$ cat src/rtl/mem_bus_scheduler.sv
//------------------------------------------------------------------------------
// mem_bus_scheduler
//
// Shares one external memory bus between instruction fetch (port 0) and the
// load/store unit (port 1). At most one transaction is outstanding. Port 1
// wins arbitration unless port 0 has waited through STARVE_LIMIT consecutive
// port-1 grants. A flush during a fetch drains the bus transaction and drops
// its response. A bus transaction that does not complete within
// TIMEOUT_CYCLES is abandoned, and timeout_err pulses.
//
// Ports
//   clk, reset          clock (rising edge), asynchronous active-low reset
//   req0_valid/addr_p0  fetch request, held until grant0
//   grant0              one-cycle pulse, fetch accepted
//   rsp0_valid/data_p0  one-cycle pulse with fetch read data
//   req1_valid/addr_p1/we_p1/data_p1_wrt
//                       LSU request (load or store), held until grant1
//   grant1              one-cycle pulse, LSU request accepted
//   rsp1_valid/data_p1_rd
//                       one-cycle pulse, load data or store completion
//   system_flush        pipeline flush: drops an in-flight fetch response
//   system_stall        blocks new fetch grants
//   req_valid/addr/we/wrt_data
//                       bus request, held until data_valid
//   rd_data/data_valid  bus read data and one-cycle completion pulse
//   busy                a transaction is in flight
//   timeout_err         one-cycle pulse when a bus transaction times out
//------------------------------------------------------------------------------
`timescale 1ns/1ps

module mem_bus_scheduler #(
    parameter int ADDR_WIDTH     = 32,
    parameter int DATA_WIDTH     = 32,
    parameter int STARVE_LIMIT   = 4,
    parameter int TIMEOUT_CYCLES = 64
) (
    input  logic                  clk,
    input  logic                  reset,
    // port 0: instruction fetch
    input  logic                  req0_valid,
    input  logic [ADDR_WIDTH-1:0] addr_p0,
    output logic                  grant0,
    output logic                  rsp0_valid,
    output logic [DATA_WIDTH-1:0] data_p0,
    // port 1: load/store unit
    input  logic                  req1_valid,
    input  logic [ADDR_WIDTH-1:0] addr_p1,
    input  logic                  we_p1,
    input  logic [DATA_WIDTH-1:0] data_p1_wrt,
    output logic                  grant1,
    output logic                  rsp1_valid,
    output logic [DATA_WIDTH-1:0] data_p1_rd,
    // pipeline control
    input  logic                  system_flush,
    input  logic                  system_stall,
    // external memory bus
    output logic                  req_valid,
    output logic [ADDR_WIDTH-1:0] addr,
    output logic                  we,
    output logic [DATA_WIDTH-1:0] wrt_data,
    input  logic [DATA_WIDTH-1:0] rd_data,
    input  logic                  data_valid,
    // status
    output logic                  busy,
    output logic                  timeout_err
);

    localparam logic [1:0] S_IDLE   = 2'd0;
    localparam logic [1:0] S_BUSY0  = 2'd1;
    localparam logic [1:0] S_BUSY1  = 2'd2;
    localparam logic [1:0] S_DRAIN0 = 2'd3;

    localparam int SW = (STARVE_LIMIT > 0) ? $clog2(STARVE_LIMIT + 1) : 1;
    localparam int TW = (TIMEOUT_CYCLES > 0) ? $clog2(TIMEOUT_CYCLES + 1) : 1;

    localparam logic [SW-1:0] STARVE_MAX = SW'(STARVE_LIMIT);
    localparam logic          TMO_EN     = (TIMEOUT_CYCLES > 0);
    // The counter value seen in the last cycle before the limit is reached;
    // the abandon decision is registered at the end of that cycle.
    localparam logic [TW-1:0] TLAST = TW'((TIMEOUT_CYCLES > 0) ? TIMEOUT_CYCLES - 1 : 0);

    logic [1:0]            r_state;
    logic [SW-1:0]         r_starve_cnt;
    logic [TW-1:0]         r_tcnt;
    logic                  r_grant0;
    logic                  r_grant1;
    logic                  r_rsp0;
    logic                  r_rsp1;
    logic [DATA_WIDTH-1:0] r_rdata0;
    logic [DATA_WIDTH-1:0] r_rdata1;
    logic                  r_req;
    logic [ADDR_WIDTH-1:0] r_addr;
    logic                  r_we;
    logic [DATA_WIDTH-1:0] r_wdata;
    logic                  r_terr;

    logic w_elig0;
    logic w_sel0;
    logic w_sel1;
    logic w_discard;
    logic w_tmo;

    // Flush in IDLE only masks port 0 for the current cycle.
    assign w_elig0 = req0_valid & ~system_stall & ~system_flush;

    // Port 1 wins unless port 0 is eligible and has been passed over
    // STARVE_LIMIT times in a row.
    assign w_sel1 = (r_state == S_IDLE) & req1_valid &
                    (~w_elig0 | (r_starve_cnt < STARVE_MAX));
    assign w_sel0 = (r_state == S_IDLE) & ~w_sel1 & w_elig0;

    // A fetch response is dropped once the fetch has been flushed, including
    // a flush that arrives in the same cycle as its completion.
    assign w_discard = (r_state == S_DRAIN0) |
                       ((r_state == S_BUSY0) & system_flush);

    // data_valid has priority over the timeout in the limit cycle.
    assign w_tmo = TMO_EN & (r_tcnt == TLAST);

    always_ff @(posedge clk or negedge reset) begin
        if (!reset) begin
            r_state  <= S_IDLE;
            r_tcnt   <= '0;
            r_grant0 <= 1'b0;
            r_grant1 <= 1'b0;
            r_rsp0   <= 1'b0;
            r_rsp1   <= 1'b0;
            r_rdata0 <= '0;
            r_rdata1 <= '0;
            r_req    <= 1'b0;
            r_addr   <= '0;
            r_we     <= 1'b0;
            r_wdata  <= '0;
            r_terr   <= 1'b0;
        end else begin
            r_grant0 <= 1'b0;
            r_grant1 <= 1'b0;
            r_rsp0   <= 1'b0;
            r_rsp1   <= 1'b0;
            r_terr   <= 1'b0;
            case (r_state)
                S_IDLE: begin
                    // data_valid here is spurious and deliberately ignored.
                    if (w_sel1) begin
                        r_state  <= S_BUSY1;
                        r_grant1 <= 1'b1;
                        r_req    <= 1'b1;
                        r_addr   <= addr_p1;
                        r_we     <= we_p1;
                        r_wdata  <= data_p1_wrt;
                        r_tcnt   <= '0;
                    end else if (w_sel0) begin
                        r_state  <= S_BUSY0;
                        r_grant0 <= 1'b1;
                        r_req    <= 1'b1;
                        r_addr   <= addr_p0;
                        r_we     <= 1'b0;
                        r_wdata  <= '0;
                        r_tcnt   <= '0;
                    end
                end
                default: begin
                    // BUSY0, BUSY1 and DRAIN0 share completion/timeout handling.
                    if (data_valid || w_tmo) begin
                        r_state <= S_IDLE;
                        r_req   <= 1'b0;
                        r_terr  <= ~data_valid;
                        if (!w_discard) begin
                            if (r_state == S_BUSY1) begin
                                r_rsp1   <= 1'b1;
                                r_rdata1 <= data_valid ? rd_data : '0;
                            end else begin
                                r_rsp0   <= 1'b1;
                                r_rdata0 <= data_valid ? rd_data : '0;
                            end
                        end
                    end else if ((r_state == S_BUSY0) && system_flush) begin
                        r_state <= S_DRAIN0;
                        r_tcnt  <= '0;
                    end else begin
                        r_tcnt <= r_tcnt + TW'(1);
                    end
                end
            endcase
        end
    end

    // Counts consecutive port-1 acceptances that bypassed a pending fetch.
    always_ff @(posedge clk or negedge reset) begin
        if (!reset) begin
            r_starve_cnt <= '0;
        end else if (!req0_valid || w_sel0) begin
            r_starve_cnt <= '0;
        end else if (w_sel1 && (r_starve_cnt < STARVE_MAX)) begin
            r_starve_cnt <= r_starve_cnt + SW'(1);
        end
    end

    assign grant0      = r_grant0;
    assign grant1      = r_grant1;
    assign rsp0_valid  = r_rsp0;
    assign rsp1_valid  = r_rsp1;
    assign data_p0     = r_rdata0;
    assign data_p1_rd  = r_rdata1;
    assign req_valid   = r_req;
    assign addr        = r_addr;
    assign we          = r_we;
    assign wrt_data    = r_wdata;
    assign timeout_err = r_terr;
    assign busy        = (r_state != S_IDLE);

endmodule

$ cat config.mk
export PLATFORM = sky130hd
export DESIGN_NAME = mem_bus_scheduler
export DESIGN_NICKNAME = d
export VERILOG_FILES = /design/src/rtl/mem_bus_scheduler.sv
export SDC_FILE = /design/constraint.sdc
export NUM_CORES = 1
export LEC_CHECK = 0
export ABC_CLOCK_PERIOD_IN_PS = 2180
export BUFFER_PORTS_ARGS = -buffer_cell sky130_fd_sc_hd__buf_4
export CAP_MARGIN = 15
export CORE_ASPECT_RATIO = 0.9
export CORE_UTILIZATION = 43
export DETAILED_ROUTE_END_ITERATION = 10
export GPL_ROUTABILITY_DRIVEN = 0
export PLACE_DENSITY = 0.76
export SLEW_MARGIN = 15
export SYNTH_ARGS = -nofsm -noshare
export SYNTH_HDL_FRONTEND = slang
export SYNTH_SLANG_ARGS = --single-unit
$ cat constraint.sdc
create_clock -name clk -period 2.18 [get_ports clk]
set_clock_uncertainty 0.2 [all_clocks]
set_input_delay 0.436 -clock clk [delete_from_list [all_inputs] [get_ports clk]]
set_output_delay 0.436 -clock clk [all_outputs]
set_load 0.05 [all_outputs]
==> Yosys cells after proc, flatten, opt, wreduce, memory -nomap -nowiden <==
Index checks and enable logic that the tools add are counted.
Widths: inputs -> output; s select.
{ "word_totals": {"ff_bits": 147, "latch_bits": 0, "ramBits": 0, "rom_bits": 0, "inputBits": 136, "out_inout_bits": 136, "wordCells": 95, "n_memories": 0} }
{ "classes": {"add_sub_neg": 2, "mul": 0, "n_div": 0, "magnitude_cmp": 1, "n_eq_ne": 6, "shifts": 0, "mux": 38, "bitwise": 17, "n_reduce_logical": 17} }
{ "op_table": {"columns": ["cell", "count"], "rows": [
  ["$mux 32", 5],
  ["$mux 7", 5],
  ["$mux 1", 21],
  ["$mux 2", 5],
  ["$not 1->1", 8],
  ["$reduce_and 2->1", 4],
  ["$reduce_and 4->1", 2],
  ["$reduce_bool 2->1", 4],
  ["$add 7x1->7 const B", 1],
  ["$and 1x1->1", 7],
  ["$eq 7x6->1 const B", 1],
  ["$mux 3", 2],
  ["$eq 2x2->1 const B", 2],
  ["$add 3x1->3 const B", 1],
  ["$lt 3x3->1 const B", 1],
  ["$ne 3x3->1 const B", 1],
  ["$reduce_bool 3->1", 1],
  ["$eq 2x1->1 const B", 1],
  ["$logic_and 1x1->1", 2],
  ["$logic_not 2->1", 1],
  ["$logic_or 1x1->1", 2],
  ["$ne 2x2->1 const B", 1],
  ["$or 1x1->1", 2],
  ["$logic_not 1->1", 1]
]} }

==> Logic depth before layout (Yosys ltp) <==
Gate-level depths: netlist (run 1).
{ "depth": {"depth_word": 12, "ltp_mapped": 7, "depth_no_buf": 5} }

==> Least setup slack after synthesis (run 1) <==
No wires, ideal clock.
{ "synth_path": {"kind": "register -> register", "startpoint": "register r_tcnt[0]", "endpoint": "register r_rdata0[10], in the netlist data_p0[10]", "setup_time_ns": 0.125, "t_arrival_ns": 1.835, "required_time_ns": 1.855, "setup_slack_ns": 0.020, "path_stages_with_launch": 8, "path_cell_list": "dfrtp_1 ha_1 and3_4 a41oi_4 or3_1 buf_6 buf_12 mux2_4"} }
{ "synth_between": {"elab_chain_cells": 3} }
{ "synth_rtl": {"columns": ["item", "line_no", "rtl"], "rows": [
  ["start: declaration", "84", "logic [TW-1:0] r_tcnt;"],
  ["start signal: assignment", "181", "r_tcnt <= r_tcnt + TW'(1);"],
  ["$eq 7x6->1", "118", "assign w_tmo = TMO_EN & (r_tcnt == TLAST);"],
  ["$logic_or 1x1->1", "164", "if (data_valid || w_tmo) begin"],
  ["$reduce_and 4->1 (no source line)", null, null],
  ["end signal: assignment", "174", "r_rdata0 <= data_valid ? rd_data : '0;"],
  ["end: declaration", "89", "logic [DATA_WIDTH-1:0] r_rdata0;"]
]} }
Every way passes these cells.
A chain may end at the register's enable or synchronous reset.

==> Final worst setup path (run 1) <==
{ "layout_path": {"startpoint": "register r_tcnt[1]", "endpoint": "register r_rdata1[29], in the netlist data_p1_rd[29]"} }
{ "layout_between": {"elab_chain_cells": 3} }
{ "layout_rtl": {"columns": ["item", "line_no", "rtl"], "rows": [
  ["$eq 7x6->1", "118", null],
  ["$logic_or 1x1->1", "164", null],
  ["$reduce_and 4->1 (no source line)", null, null],
  ["end signal: assignment", "171", "r_rdata1 <= data_valid ? rd_data : '0;"],
  ["end: declaration", "90", "logic [DATA_WIDTH-1:0] r_rdata1;"]
]} }
Every way passes these cells.

==> results summary, run 1 <==
The kind of cell adding the most delay to the critical path is buffers and inverters. The initial antenna violation count came to 0. Timing would allow up to between 400 and 500 MHz. The count of buffers from port buffering is 271.

The number of vias after detailed routing is approximately 4,800. The tree is rooted in a clkbuf_16. For the worst setup path, the data required time is 2.28 ns. The worst path setup slack after routing is -0.0516 ns. The count of max-cap constraint violations is 0.

The static power due to leakage came out at between 0.004 and 0.005 µW. The chip width is ~130 µm. The total power consumption of the routed design came out at 11,700 µW. The number of global-route vias before repair is 4,725. The count of final setup violators came out at 29.

The worst hold-check slack is about 0.042 ns. The total wirelength of the detailed-routed design is approximately 17 mm. The total global-route track usage came out at 0.220. The clock insertion delay at the later pin of the skew report came out at just over 0.4 ns. The die covers approximately 0.015 mm². The count of flip-flops with a built-in enable after synthesis is 0. Measured against its own limit, the worst slew margin works out to 0.375. The startpoint class of the critical path is a register.

The cell with the largest stage delay on the worst path is dfrtp_1. The sink count of the clock tree is between 100 and 150. The maximum net fanout on the critical path is 6. The number of pins with negative max-slew slack in the final report came to 0. The sequential share of the synthesized area is 0.590. The run finished, with violations left. The H-tree was split into 4 levels. The initial cell density of the core came out at 0.442.

Of the cells placed in the final design, the portion with a size suffix greater than 1 is 0.532. The overflow left after global routing came out at 0. The antenna cell count is 0. The number of DRC violations after detailed-routing iteration 0 came out at slightly below 200. The post-detailed-placement half-perimeter wirelength is 11.9 mm.

The via density per instance is between 5 and 6. After layout, the minimum clock period comes to 2.23 ns. The type of the worst min-delay path is input pin to register. The share of flip-flops with an asynchronous set or reset came out at 1.00.

The floorplan core area is approximately 0.014 mm². The delay of the slowest critical-path stage is between 0.3 and 0.4 ns. The classification of the worst setup path is register to register. Clock tree synthesis inserted a total of 17 buffers. The cell area power density came out at roughly 1200 mW/mm².

The worst-margin pin slew came out at between 0.9 and 1 ns. Data arrives at the worst endpoint at 2.33 ns. The number of iterations in the first detailed-routing pass is 4.

Clock-pin slew was measured on the worst setup and hold paths at approximately 0.060 ns. TritonCTS built the clock tree. The most frequently used cell type in the post-synthesis netlist is dfrtp_1. In the synthesized netlist the dominant register cell turns out to be dfrtp_1. The number of instances in the synthesized netlist came out at 466. The total number of placement rows is between 40 and 50. At the end of the flow, the number of nets in the layout was 900.

The count of nets left with antenna violations after detail routing is 0. Traced cell by cell, the critical path runs through ha_2 -> and3_4 -> a41oi_4 -> buf_6 -> nor3b_4 -> buf_12 -> clkbuf_16 -> mux2_2. The layout overhead on the synthesized area came out at 52.7%.

The final hold violation count came to 0. The endpoint class of the critical path is a register. The dominant cell type by area after synthesis is dfrtp_1.

In the finished design, the share of the clock period the worst path needs comes to 1.02. The final reports fail on negative setup slack. Ranked by total cell area, the synthesized netlist is headed by dfrtp_1 (59%), mux2_4 (7.0%), mux2_2 (6.3%). The total DRC errors in the routed layout came out at 0. The maximum vdd drop is approximately 0.7 mV. The total of warnings raised by yosys is 0.

The die is 116 µm tall. Counting along the longest clock path gives a buffer depth of 2. A synthesized cell averages between 10 and 15 µm².

The first global-routing pass estimated about 25 mm of wire. After detailed routing, the average wire length per cell comes to between 15 and 20 µm. The I/O pin count is approximately 270. The largest net degree at the start of global routing came out at 99. Ranked by instance count, the synthesized netlist is headed by dfrtp_1 (147), nand2_1 (37), mux2_2 (35), a22o_1 (34), o21ai_0 (33). Counting both buffers and inverters, the worst setup path holds a total of 3.

The top cell type's share of synthesized area is 0.590. The utilization after layout came out at 0.675. The number of flip-flops and latches in the synthesized netlist is 147.

The number of distinct library cells after synthesis came out at between 40 and 50. The synthesized cell area came out at around 0.0062 mm². The net count after synthesis is between 600 and 700. Setup repair after global routing could not meet its margin everywhere.
[metrics by stage]
step / area, µm² / std cells / worst slack, ns / TNS [ns]
3_5_place_dp: 8660 / 927 / -0.0693 / -1.71
4_1_cts: 9310 / 961 / -0.0346 / -0.611
6_report: 9520 / 968 / -0.0516 / -0.559
3_3_place_gp: 8660 / 927 / 0.00979 / 0
2_1_floorplan: 6230 / 466 / 0.0196 / 0
5_1_grt: 9520 / 968 / -0.120 / -2.83
[cell usage in the layout (no fill, tap or decap), types with 3 or more instances in the layout]
cell type    n
buf_4      289
buf_6        3
mux2i_1     32
clkbuf_16   19
a22o_1      34
a21o_1       4
dfrtp_1    145
clkinv_2     4
bufinv_16    3
nor2b_1      3
mux2_4      51
inv_1        6
a21oi_1      4
buf_12      10
o21ai_0     33
nand2_1     37
and2_1      32
nand2b_1     3
o21ai_1      5
clkinv_4     4
mux2_2      13
[repair_timing]
item	4_1_cts	5_1_grt
hold buffers	1	0
resized for setup	2	29
setup buffers	0	4
pin swaps	1	3
endpoints found under the setup margin	65	48
cloned	1	3
endpoints found under the hold margin	38	0
[power by group]
group	internal, µW	switching (µW)
logic	1730	3180
registers	3390	450
clock network	1860	1120
[path summary, 6_finish.rpt]
path / cells past startpoint / from / to / slack [ns]
max: 8 / r_tcnt[1] / data_p1_rd[29] / -0.05
min: 2 / data_p1_wrt[2] / wrt_data[2] / 0.04
max reg2reg: 8 / r_tcnt[1] / data_p1_rd[29] / -0.05
min reg2reg: 2 / addr[0] / addr[0] / 0.28
max in group asynchronous: 3 / reset / r_state[1] / 0.87
min in group asynchronous: 2 / reset / data_p0[26] / 0.31
[state kept, by name (all words and copies together), names as in the netlist]
register	cells
wrt_data	32
r_state	2
req_valid	1
data_p1_rd	32
grant1	1
data_p0	32
timeout_err	1
we	1
grant0	1
rsp0_valid	1
addr	32
r_starve_cnt	3
rsp1_valid	1
r_tcnt	7
[cell families (layout without fill, tap and decap cells)]
group | count (synthesis) | count (layout) | synth area share
compound gates | 91 | 91 | 0.104
simple gates | 95 | 95 | 0.0839
mux | 96 | 96 | 0.185
buf+inv | 35 | 344 | 0.0329
flops | 147 | 147 | 0.590
fa+ha+maj | 2 | 2 | 0.00401
[worst register-to-register path, delay by kind of cell (launching register included)]
| kind | cells | cell delay, ns |
|---|---|---|
| muxes | 1 | 0.34 |
| AOI/OAI and AO/OA | 1 | 0.13 |
| and+or+nand+nor | 2 | 0.42 |
| adders and majority gates | 1 | 0.19 |
| buffers and inverters | 3 | 0.48 |
| DFF | 1 | 0.37 |
[final cells by class]
cell class	count	area (µm²)
Timing Repair Buffer	306	2490
Sequential cell	147	3680
Inverter	6	22.5
Clock inverter	12	154
Multi-Input combinational cell	284	2470
Clock buffer	20	457
Tap cell	193	241
Fill cell	1040	4590
[per-layer routing]
metal	track usage	up-vias	routed length [µm]
met5	0	-	0
met4	0.0784	0	236
li1	-	2245	-
met3	0.0637	20	1110
met1	0.269	2376	7070
met2	0.374	202	8740
Note: power is estimated with default switching activity, not from simulation.
==> inputs of run 2 (changes only) <==
- SETUP_SLACK_MARGIN: unset -> 0.2
==> results summary, run 2 (synthesis results as in run 1) <==
The flow ran to the end, but the final reports show violations. The checks that failed: negative setup slack. The total global-route track usage was 0.232 (+0.0116). The maximum vdd drop came to 0.721 mV (+5.8%). The initial cell density of the core is 0.442 (unchanged). The data required time of the worst path came out at 2.28 ns (about the same).

The worst path setup slack after routing is -0.0252 ns (+0.0264 ns). The I/O pin count came out at 272 (unchanged). The launching point of the worst reg2reg path is r_tcnt[1].

The initial antenna violation count came out at 0 (unchanged). Following the worst setup path forward leads to its endpoint at data_p1_rd[11]. The full die area is 0.0150 mm² (unchanged). The count of buffers from port buffering is 271 (unchanged). The count of nets left with antenna violations after detail routing came out at 0 (unchanged). The number of nets in the layout came to 920 (+2.2%). STA classifies the critical path startpoint as a register. The total number of placement rows was 41 (unchanged). The post-detailed-placement half-perimeter wirelength came to 11.9 mm (about the same). TritonCTS built the clock tree.

The count of non-filler cells in the finished layout is 988 (+2.1%). The sink count of the clock tree came to 147 (unchanged). Leaving out fill and tap cells, the most frequent cell in the layout is buf_4.

The depth of the worst register-to-register path came to 8 (unchanged). The total power consumption of the routed design is 12,000 µW (+2.5%). The final sum of negative setup slack is -0.395 ns (+0.164 ns). The cell sitting at the root of the clock tree is a clkbuf_16. The largest net degree at the start of global routing is 99 (unchanged). The critical path starts at r_tcnt[1]. The clock insertion delay at the later pin of the skew report is 0.41 ns (about the same). The clock slew seen by the registers of the worst setup and hold paths came out at 0.06 ns (about the same).

The critical path is of the register to register type. The number of global-route vias before repair is 4,910 (+3.9%). The cell area power density is 1210 mW/mm² (-2.1%).

In this run the critical register-to-register path is captured at data_p1_rd[11]. The worst-margin pin slew came to 0.485 ns (-0.444 ns). The floorplan core area is 0.0141 mm² (unchanged). The number of vias after detailed routing came out at 5,029 (+3.8%). The top cell types in the final layout, fill and taps aside, are buf_4 (288), dfrtp_1 (145), mux2_4 (64). The final routed wire length divided by cell count was 18.9 µm (+6.6%). The part of the cycle the worst path needs is 1.01 (-0.0121). The maximum frequency from static timing analysis is 453 MHz (+1.2%).

The antenna cell count is 0 (unchanged). The worst-case headroom to the max-slew limit is 0.674 (+0.299). The minimum clock period is 2.21 ns (-0.0264 ns).

The global-route wire length before repair is 26.2 mm (+5.3%). The total wirelength of the detailed-routed design came out at 18.7 mm (+8.8%). The number of placed instances, taps included is 925 (-0.22%).

The number of buffers inserted during clock tree synthesis came out at 17 (unchanged). The share of final-layout standard cells stronger than drive strength 1 is 0.553 (+0.0218). The tightest min-delay check is of the input pin to register type. The final hold violation count came to 0 (unchanged).

The pre-CTS setup slack came to -0.0412 ns (+0.0281 ns). The overflow left after global routing was 0 (unchanged). The data arrival time of the critical path is 2.30 ns (-0.03 ns).

The endpoint class of the critical path is a register. The utilization after layout came out at 0.706 (+0.0313). The chip width came out at 129 µm (unchanged). The static power due to leakage is 0.00513 µW (+4.2%). The maximum level of the CTS H-tree was 4 (unchanged). The internal reg-to-reg setup slack came out at -0.03 ns (+0.03 ns). Setup repair after global routing could not meet its margin everywhere.

The number of DRC violations after detailed-routing iteration 0 was 184 (-5.6%). The count of final setup violators came out at 31 (+6.9%). The maximum net fanout on the critical path was 8 (+2). The via density per instance was 5.09 (+1.7%).

The total DRC errors in the routed layout came out at 0 (unchanged). The layout overhead on the synthesized area came out at 59.8%. The number of pins with negative max-slew slack in the final report is 0 (unchanged). The height of the die is 116 µm (unchanged).

The number of iterations in the first detailed-routing pass is 5 (+1). The number of buffers between clock root and the deepest sink came to 2 (unchanged). The count of max-cap constraint violations came to 0 (unchanged).
==> run 2: cell types whose count changed in the layout (fill, tap and decap cells not counted), sizes merged <==
cell,delta
clkinv,-5
buf,+16
inv,-1
clkinvlp,+2
clkbuf,+8
==> run 2: layer usage <==
layer,share of wire,up-vias,GRT usage
met3,0.082,40,0.0893
met1,0.39,2462,0.274
met4,0.027,0,0.0729
li1,-,2277,-
met5,0,-,0
met2,0.50,250,0.391
==> run 2: per-stage QoR <==
stage                     area [µm²]  hold slack [ns]
after global routing            9960           0.0324
final                           9960           0.0472
after detailed placement        8710            0.186
after global placement          8710            0.183
after CTS                       9600           0.0218
after floorplan                 6320          -0.0596
==> run 2: timing repair <==
item / 4_1_cts / 5_1_grt
endpoints found under the hold margin: 38 / 0
cloned: 4 / 6
hold buffers: 1 / 0
gates resized for setup: 31 / 52
buffers inserted: 6 / 14
pin swaps: 3 / 36
setup endpoints to repair: 70 / 85
==> run 2: power by group <==
group | leakage, µW | internal (µW) | total, µW | switching [µW]
clock network | 0.000296 | 1920 | 3020 | 1100
registers | 0.00189 | 3390 | 3850 | 458
logic | 0.00294 | 1900 | 5150 | 3250
total | 0.00513 | 7210 | 12000 | 4810
==> run 2: cell type report <==
type	instances	area, µm²
Clock buffer	24	492
Clock inverter	8	124
Fill cell	922	4150
Inverter	6	22.5
Multi-Input combinational cell	284	2570
Sequential cell	147	3680
Tap cell	193	241
Timing Repair Buffer	326	2820
==> run 2: worst min-delay path by stage <==
stage                               start      endpoint  slack (ns)  cells past startpoint
after global placement              reset   data_p0[29]        0.18                      1
after global routing       data_p1_wrt[9]   wrt_data[9]        0.03                      2
after detailed placement            reset   data_p0[29]        0.19                      1
after CTS                 data_p1_wrt[23]  wrt_data[23]        0.02                      2
after floorplan                     reset       addr[0]       -0.06                      0
final                     data_p1_wrt[31]  wrt_data[31]        0.05                      2
==> run 2: worst max-delay path, stage by stage, from the launching register on <==
cell,delay [ns]
dfrtp_1,0.39
ha_4,0.16
and3_4,0.20
a41oi_4,0.11
buf_6,0.16
nor3b_4,0.22
buf_12,0.18
clkbuf_16,0.17
mux2_4,0.30
